--- src/rtl/miriscv_gpr_pkg.sv ---
// GPR-side shared types: data/index widths and the writeback queue entry.
package miriscv_gpr_pkg;

   localparam int XLEN           = 32;
   localparam int GPR_ADDR_WIDTH = 5;

   // One long-latency result waiting for a free GPR write slot
   typedef struct packed {
      logic [GPR_ADDR_WIDTH-1:0] rd;
      logic [XLEN-1:0]           data;
   } wb_entry_t;

endpackage

--- src/rtl/miriscv_wb_fifo.sv ---
// Small synchronous FIFO of writeback entries with a look-ahead head so a
// result pushed at one edge can be written to the GPR in the very next cycle.
module miriscv_wb_fifo
   import miriscv_gpr_pkg::*;
#(
   parameter int DEPTH = 2
) (
   input  logic      clk_i,
   input  logic      rst_i,
   input  logic      push,
   input  wb_entry_t push_entry,
   input  logic      pop,
   output wb_entry_t head,
   output logic      full,
   output logic      empty
);

   localparam int AW = $clog2(DEPTH);

   wb_entry_t     mem_reg [DEPTH];
   logic [AW:0]   wr_ptr_reg, wr_ptr_next;
   logic [AW:0]   rd_ptr_reg, rd_ptr_next;

   // Pointers carry one wrap bit so full and empty are distinguishable
   always_comb begin
      wr_ptr_next = wr_ptr_reg;
      rd_ptr_next = rd_ptr_reg;
      if (push) wr_ptr_next = wr_ptr_reg + (AW+1)'(1);
      if (pop)  rd_ptr_next = rd_ptr_reg + (AW+1)'(1);
   end

   // Pointer registers; reset discards any queued entries
   always_ff @(posedge clk_i) begin
      if (rst_i) begin
         wr_ptr_reg <= '0;
         rd_ptr_reg <= '0;
      end else begin
         wr_ptr_reg <= wr_ptr_next;
         rd_ptr_reg <= rd_ptr_next;
      end
   end

   // Storage needs no reset; validity is tracked by the pointers alone
   always_ff @(posedge clk_i) begin
      if (push) mem_reg[wr_ptr_reg[AW-1:0]] <= push_entry;
   end

   assign head  = mem_reg[rd_ptr_reg[AW-1:0]];
   assign empty = (wr_ptr_reg == rd_ptr_reg);
   assign full  = (wr_ptr_reg[AW] != rd_ptr_reg[AW]) &&
                  (wr_ptr_reg[AW-1:0] == rd_ptr_reg[AW-1:0]);

   a_no_overflow:  assert property (@(posedge clk_i) disable iff (rst_i) push |-> !full);
   a_no_underflow: assert property (@(posedge clk_i) disable iff (rst_i) pop |-> !empty);

endmodule

--- src/rtl/miriscv_gpr_wb_arb.sv ---
// Writeback arbiter in front of the single GPR write port. Pipeline writes
// always win; long-latency results wait in a short queue and drain in
// pipeline-idle cycles. A pending bitmap over rd drives the decode hazard.
module miriscv_gpr_wb_arb
   import miriscv_gpr_pkg::*;
#(
   parameter int LQ_DEPTH        = 2,
   parameter int MAX_OUTSTANDING = 4
) (
   input  logic                      clk_i,
   input  logic                      rst_i,
   input  logic                      pipe_wr_en_i,
   input  logic [GPR_ADDR_WIDTH-1:0] pipe_wr_addr_i,
   input  logic [XLEN-1:0]           pipe_wr_data_i,
   input  logic                      iss_ll_valid_i,
   input  logic [GPR_ADDR_WIDTH-1:0] iss_ll_rd_i,
   output logic                      iss_ll_ready_o,
   input  logic [GPR_ADDR_WIDTH-1:0] dec_rs1_i,
   input  logic [GPR_ADDR_WIDTH-1:0] dec_rs2_i,
   input  logic [GPR_ADDR_WIDTH-1:0] dec_rd_i,
   output logic                      hazard_o,
   input  logic                      ll_valid_i,
   input  logic [GPR_ADDR_WIDTH-1:0] ll_rd_i,
   input  logic [XLEN-1:0]           ll_data_i,
   output logic                      ll_ready_o,
   output logic                      gpr_wr_en_o,
   output logic [GPR_ADDR_WIDTH-1:0] gpr_wr_addr_o,
   output logic [XLEN-1:0]           gpr_wr_data_o
);

   localparam int NREGS = 2**GPR_ADDR_WIDTH;
   localparam int CNT_W = $clog2(MAX_OUTSTANDING+1);

   logic             fifo_push, fifo_pop, fifo_full, fifo_empty;
   wb_entry_t        fifo_head, fifo_entry;
   logic             issue_fire;
   logic [NREGS-1:0] pending_reg, pending_next;
   logic [CNT_W-1:0] outstanding_reg, outstanding_next;

   assign fifo_entry = '{rd: ll_rd_i, data: ll_data_i};
   assign ll_ready_o = !fifo_full;
   assign fifo_push  = ll_valid_i && !fifo_full;
   assign fifo_pop   = !pipe_wr_en_i && !fifo_empty;

   miriscv_wb_fifo #(.DEPTH(LQ_DEPTH)) u_fifo (
      .clk_i      (clk_i),
      .rst_i      (rst_i),
      .push       (fifo_push),
      .push_entry (fifo_entry),
      .pop        (fifo_pop),
      .head       (fifo_head),
      .full       (fifo_full),
      .empty      (fifo_empty)
   );

   assign iss_ll_ready_o = (outstanding_reg < CNT_W'(MAX_OUTSTANDING));
   assign issue_fire     = iss_ll_valid_i && iss_ll_ready_o;

   // x0 is never tracked; for other bits a new issue outranks a drain
   assign pending_next[0] = 1'b0;
   for (genvar gi = 1; gi < NREGS; gi++) begin : g_pending
      assign pending_next[gi] =
         (issue_fire && iss_ll_rd_i == GPR_ADDR_WIDTH'(gi)) ? 1'b1 :
         (fifo_pop && fifo_head.rd == GPR_ADDR_WIDTH'(gi))  ? 1'b0 :
         pending_reg[gi];
   end

   // Outstanding count: issue adds one, drain removes one, both cancel
   always_comb begin
      outstanding_next = outstanding_reg;
      if (issue_fire && !fifo_pop)
         outstanding_next = outstanding_reg + CNT_W'(1);
      else if (!issue_fire && fifo_pop)
         outstanding_next = outstanding_reg - CNT_W'(1);
   end

   // Scoreboard state registers
   always_ff @(posedge clk_i) begin
      if (rst_i) begin
         pending_reg     <= '0;
         outstanding_reg <= '0;
      end else begin
         pending_reg     <= pending_next;
         outstanding_reg <= outstanding_next;
      end
   end

   assign hazard_o = pending_reg[dec_rs1_i] | pending_reg[dec_rs2_i] | pending_reg[dec_rd_i];

   // Write-port mux: pipeline first, queue head otherwise; rd=0 heads drain silently
   always_comb begin
      gpr_wr_en_o   = 1'b0;
      gpr_wr_addr_o = '0;
      gpr_wr_data_o = '0;
      if (pipe_wr_en_i) begin
         gpr_wr_en_o   = 1'b1;
         gpr_wr_addr_o = pipe_wr_addr_i;
         gpr_wr_data_o = pipe_wr_data_i;
      end else if (!fifo_empty) begin
         gpr_wr_en_o   = (fifo_head.rd != '0);
         gpr_wr_addr_o = fifo_head.rd;
         gpr_wr_data_o = fifo_head.data;
      end
   end

   // Upstream protocol rules; violating them corrupts the scoreboard
   a_pipe_not_pending: assert property (@(posedge clk_i) disable iff (rst_i)
      pipe_wr_en_i |-> !pending_reg[pipe_wr_addr_i]);
   a_result_expected: assert property (@(posedge clk_i) disable iff (rst_i)
      fifo_push |-> (outstanding_reg != '0));
   a_no_issue_on_hazard: assert property (@(posedge clk_i) disable iff (rst_i)
      iss_ll_valid_i |-> !hazard_o);

endmodule
--- config.mk ---
export PLATFORM = sky130hd
export DESIGN_NAME = miriscv_gpr_wb_arb
export DESIGN_NICKNAME = d
export VERILOG_FILES = /design/src/rtl/miriscv_gpr_pkg.sv /design/src/rtl/miriscv_wb_fifo.sv /design/src/rtl/miriscv_gpr_wb_arb.sv
export SDC_FILE = /design/constraint.sdc
export NUM_CORES = 1
export LEC_CHECK = 0
export ABC_AREA = 0
export CAP_MARGIN = 5
export CORE_MARGIN = 2
export CORE_UTILIZATION = 45
export DETAILED_ROUTE_END_ITERATION = 12
export PLACE_DENSITY = 0.82
export SYNTH_ARGS = -nofsm -noshare
export SYNTH_HDL_FRONTEND = slang
export SYNTH_SLANG_ARGS = --single-unit
export TNS_END_PERCENT = 1
--- constraint.sdc ---
create_clock -name clk_i -period 4 [get_ports clk_i]
set_clock_uncertainty 0.2 [all_clocks]
set_input_delay 1.2 -clock clk_i [delete_from_list [all_inputs] [get_ports clk_i]]
set_output_delay 1.2 -clock clk_i [all_outputs]
set_load 0.03 [all_outputs]
Word-level counts from Yosys, hierarchy flattened. Memories as Yosys holds them, arrays and structs flattened. A register that Yosys moved wholly into a read port is not among the register bits. Index checks and enable logic that the tools add are counted.

Order comparisons: 4. Reductions and logical operators: 106. Multiplexer cells: 80. Add/subtract/negate cells: 4. Equality and inequality tests: 65. Bitwise gates (word level): 2.

Operator list (count): == test 5 bit, second input constant (32); == test 5 x 4 -> 1 bit, second input constant (16); 2-to-1 mux 1 bit (71); logical AND 1 bit (68); 2-to-1 mux 32 bit (2); nonzero test 2 bit (32); == test 5 x 3 -> 1 bit, second input constant (8); == test 5 x 2 -> 1 bit, second input constant (4); less-than comparator 5 x 6 -> 1 bit, second input constant (3); binary-select mux 1 bit (select 5 bit) (3); == test 5 x 1 -> 1 bit, second input constant (2); 2-to-1 mux 5 bit (2); 2-to-1 mux 3 bit (2); zero test 1 bit (5); nonzero test 5 bit (1); adder 2 x 1 -> 2 bit, second input constant (2); adder 3 x 1 -> 3 bit, second input constant (1); less-than comparator 3 bit, second input constant (1); subtractor 3 x 1 -> 3 bit, second input constant (1); == test 2 bit (1); OR 1 bit (2); == test 1 bit (1); != test 1 bit (1).

Memories: 1. Bits of input ports: 99. Flip-flop bits (word level): 39. Memory bits (writable): 74. Logic and storage cells: 297. Output and inout bits: 41.

Memory list: u_fifo.mem_reg (words 2, bits a word 37, rd ports 1, clocked after Yosys merged registers in 1, wr ports 1, line miriscv_wb_fifo.sv:20) `wb_entry_t mem_reg [DEPTH];`.

Depth between registers and ports, before layout.
Depth in word-level cells: 6. Gate-level depth with buffers: 10. Mapped depth without buffers: 9.

Cells and area by module. Synthesis repeated with hierarchy kept, for this count alone.

Cell total of the unflattened synthesis: 469. Area, all modules: 5819.3 um^2.

Modules (own cells, without submodules): miriscv_wb_fifo (cells each 137, area each 3035.4 um^2, seq. area each 2322.2 um^2, instances 1); miriscv_gpr_wb_arb (cells each 332, area each 2783.9 um^2, seq. area each 680.7 um^2, instances 1).

Worst setup path before layout. Ideal clock, no wire load.

Path kind: input -> output. Start: in dec_rs1_i[2]. End: out hazard_o. Stages: 5. Path buffers: 1. Data required time: 2.600 ns. Arrival: 2.551 ns. Path slack: 0.049 ns. Cell sequence: buf_6 -> mux4_1 -> mux2_2 -> a31oi_1 -> nand4_1.

Longest elaborated chain between the ends: 4.

Ends and longest elaborated chain: from (decl) (line miriscv_gpr_wb_arb.sv:18) `input logic [GPR_ADDR_WIDTH-1:0] dec_rs1_i,`; binary-select mux 1 bit (select 5 bit) (line miriscv_gpr_wb_arb.sv:88) `assign hazard_o = pending_reg[dec_rs1_i] | pending_reg[dec_rs2_i] | pending_reg[dec_rd_i];`; 2-to-1 mux 1 bit (implied by the code) (line miriscv_gpr_wb_arb.sv:88); OR 1 bit (2 in a row) (line miriscv_gpr_wb_arb.sv:88); to (decl) (line miriscv_gpr_wb_arb.sv:21) `output logic hazard_o,`.

Every way passes these cells. The select of a mux whose other input is x is not followed.

Worst setup path in the final report.
Start: in dec_rs2_i[0]. End: out hazard_o.

Longest elaborated chain between the ends: 4.

Ends and longest elaborated chain: from (decl) (line miriscv_gpr_wb_arb.sv:19) `input logic [GPR_ADDR_WIDTH-1:0] dec_rs2_i,`; binary-select mux 1 bit (select 5 bit) (line miriscv_gpr_wb_arb.sv:88); 2-to-1 mux 1 bit (implied by the code) (line miriscv_gpr_wb_arb.sv:88); OR 1 bit (2 in a row) (line miriscv_gpr_wb_arb.sv:88).

Every way passes these cells. The select of a mux whose other input is x is not followed.

==> out/metrics.cfg <==
[power]
powerDensity_nw_per_um2 = 547.5
finalPower_mw = 4.239
peakVddDrop_mv = 0.3604
leakagePower_nw = 2.842

[critical_path]
critPathCaptureType = output port
cp.arrival_ns = 2.64
crit_type = in -> out
required_ns = 2.60
cpMaxStageDelayCell = mux4_2
r2r-start = u_fifo.wr_ptr_reg[1]
r2r-end = outstanding_reg[2]
crit_chain = buf_6, mux4_2, mux2i_1, nor3b_1, nor4_1, nand4_1, buf_6
start_kind = input port
r2r_cells = 10
cp_max_fo = 6
r2r_slack_ns = 1.36
crit_path_max_incr_delay_ns = 0.51
crit_top_cell = buf_6

[drt]
ant_nets = 0
drt_iter0_markers = 258
firstDrtPassIters = 4
drc_errors = 0
finalWirelength_um = 14640
post_drt_via_cell_ratio = 5.567
wl_per_cell_um = 18.12
route.vias.total = 4498

[logic_synthesis]
synth_fa_ha_area_frac = 0.005868
netlist_instances = 486
syn-cell-area_sq_um = 5544
synth.avg_cell_area_sq_um = 11.41
synth_warnings = 0
ys_seq_area_frac = 0.5416
synthMuxAreaShare = 0.1828
synthesis.nets = 587
synth_xor_area_frac = 0.01399
synthFlopType = edfxtp_1
synthArstFlopShare = 0
synth_seq_cells = 113
synth_edf_count = 74
synth_cell_type_count = 47
synthSimpleGateAreaFrac = 0.1038
synth_top_family_by_area = multiplexers
synth_compound_area_frac = 0.1210

[status]
violations = setup timing
status = finished with violations

[timing]
slew_violations = 0
clock.fmax_ghz = 0.2473
finalHoldViolations = 0
fin_crit_ns = 4.044
finalSetupViolCount = 1
tightest_slew_ns = 0.6749
final.setup.tns_ns = -0.04393
fin_ws_ns = -0.04393
fin_crit_sh = 1.011
slew_headroom = 0.5500
rsz0062_at_grt = yes

[clock_network]
cts-buffers-inserted = 17
h-tree-depth = 4
cts_root_buf = clkbuf_16
holdBufCountCts = 0
clkTransAtPathRegs_ns = 0.05
cts_sinks = 113
clock_latency_ns = 0.41
cts_tree = built
cts_buffer_depth = 2

[die]
fp.dieH_um = 115.0
design.core.area_sq_um = 12010
die_width_um = 115.0
start_util = 0.4616
pin_count = 140
die_area_sq_um = 13220
row_count = 40

[min_path]
hold_path_end = pending_reg[3]
hold_start = pending_reg[3]
whs_path_depth = 2
hold_path.class = reg -> reg

[cells_and_area]
fin_area_sq_um = 7742
area_delta_synth_final_pct = 39.65
drive_gt1_frac = 0.2045
layout_common_cells = 88 x clkdlybuf4s50_1, 82 x nand2_1, 74 x edfxtp_1, 63 x o21ai_0, 57 x buf_4
final_common_cell = clkdlybuf4s50_1
largest_reg_flops = 74
nets = 748
fillCellCount = 917

[global_route]
grt-ovfl-total = 0
grt_max_degree = 40
grt_use_total = 0.2297
top_usage_layer = met2
grt_antenna_before_repair = 1
grt_util_met2 = 0.3973
grt_pass1_vias = 4628
met1_usage = 0.2663
grt_pass1_wl_um = 23120
use_met3 = 0.06695

[placement]
hpwlAfterDp_um = 10750
port_buffers = 139
pre_cts_slack_ns = -0.9673
placed_cell_area_sq_um = 7142
routabilityCongestion = 0.9649

[flow_run]
drv_cap = 0

==> cells in the mapped netlist (6+ instances only) <==
library cell,n,share of area
mux2i_1,51,0.092
nand2_1,82,0.056
a21oi_1,37,0.033
edfxtp_1,74,0.40
clkbuf_1,10,0.0068
mux4_2,14,0.057
nand2b_1,7,0.0079
nor2_1,21,0.014
inv_1,6,0.0041
o21ai_0,65,0.059
dfxtp_1,39,0.14
==> timing repair <==
action / 4_1_cts / 5_1_grt
pin swaps: 6 / 4
gates resized for setup: 42 / 17
endpoints found under the hold margin: 0 / 0
cloned: 1 / 0
buffers inserted: 3 / 0
setup endpoints to repair: 2 / 7
==> per-layer routing <==
layer | vias to the layer above | wire length, um
met1 | 2146 | 5613
met5 | - | 0
met2 | 191 | 7605
li1 | 2125 | -
met4 | 0 | 350
met3 | 36 | 1068
==> how the worst max path moves through the flow <==
stage | startpoint | end | slack (ns) | depth (start not counted)
after detailed placement | dec_rs2_i[0] | hazard_o | -0.97 | 8
after global routing | dec_rd_i[1] | hazard_o | -0.11 | 9
after floorplan | dec_rs1_i[2] | hazard_o | 0.05 | 5
final | dec_rs2_i[0] | hazard_o | -0.04 | 7
after CTS | dec_rs1_i[0] | hazard_o | -0.13 | 8
after global placement | dec_rs2_i[0] | hazard_o | -0.91 | 8
==> final cells by class <==
cell class | instances | area, sq um | area share
timing repair buffer | 168 | 1584 | 0.2046
antenna | 1 | 2.502 | 0.0003232
clock buffer | 27 | 524.3 | 0.06771
sequential | 113 | 3004 | 0.3880
inverter | 7 | 26.28 | 0.003394
clock inverter | 5 | 25.02 | 0.003232
tap | 147 | 183.9 | 0.02376
multi-input combinational | 340 | 2392 | 0.3090
==> per-stage QoR <==
step | instances | hold WS, ns | utilization
finish | 808 | 0.3169 | 0.6446
CTS | 809 | 0.3171 | 0.6464
global placement | 773 | 0.2874 | 0.5946
floorplan | 486 | 0.2682 | -
detailed placement | 773 | 0.3099 | 0.5946
global route | 808 | 0.3490 | 0.6446
==> critical path: cells and delay by family <==
family | cells | cell delay, ns
mux | 2 | 0.66
buf+inv | 2 | 0.27
simple gates | 3 | 0.51
==> power by group <==
part	switching [mW]	internal, mW
clock network	0.481	0.887
registers	0.113	1.41
logic	0.783	0.564
==> cell families (layout without fill, tap and decap cells) <==
logic type,count (synthesis),count (layout)
simple gates,133,133
compound gates,122,122
flops,113,113
mux,75,75
buf+inv,33,207
xor+xnor,8,8
fa+ha+maj,2,2
other cells,0,1
Power figures use the tool's default switching activity.
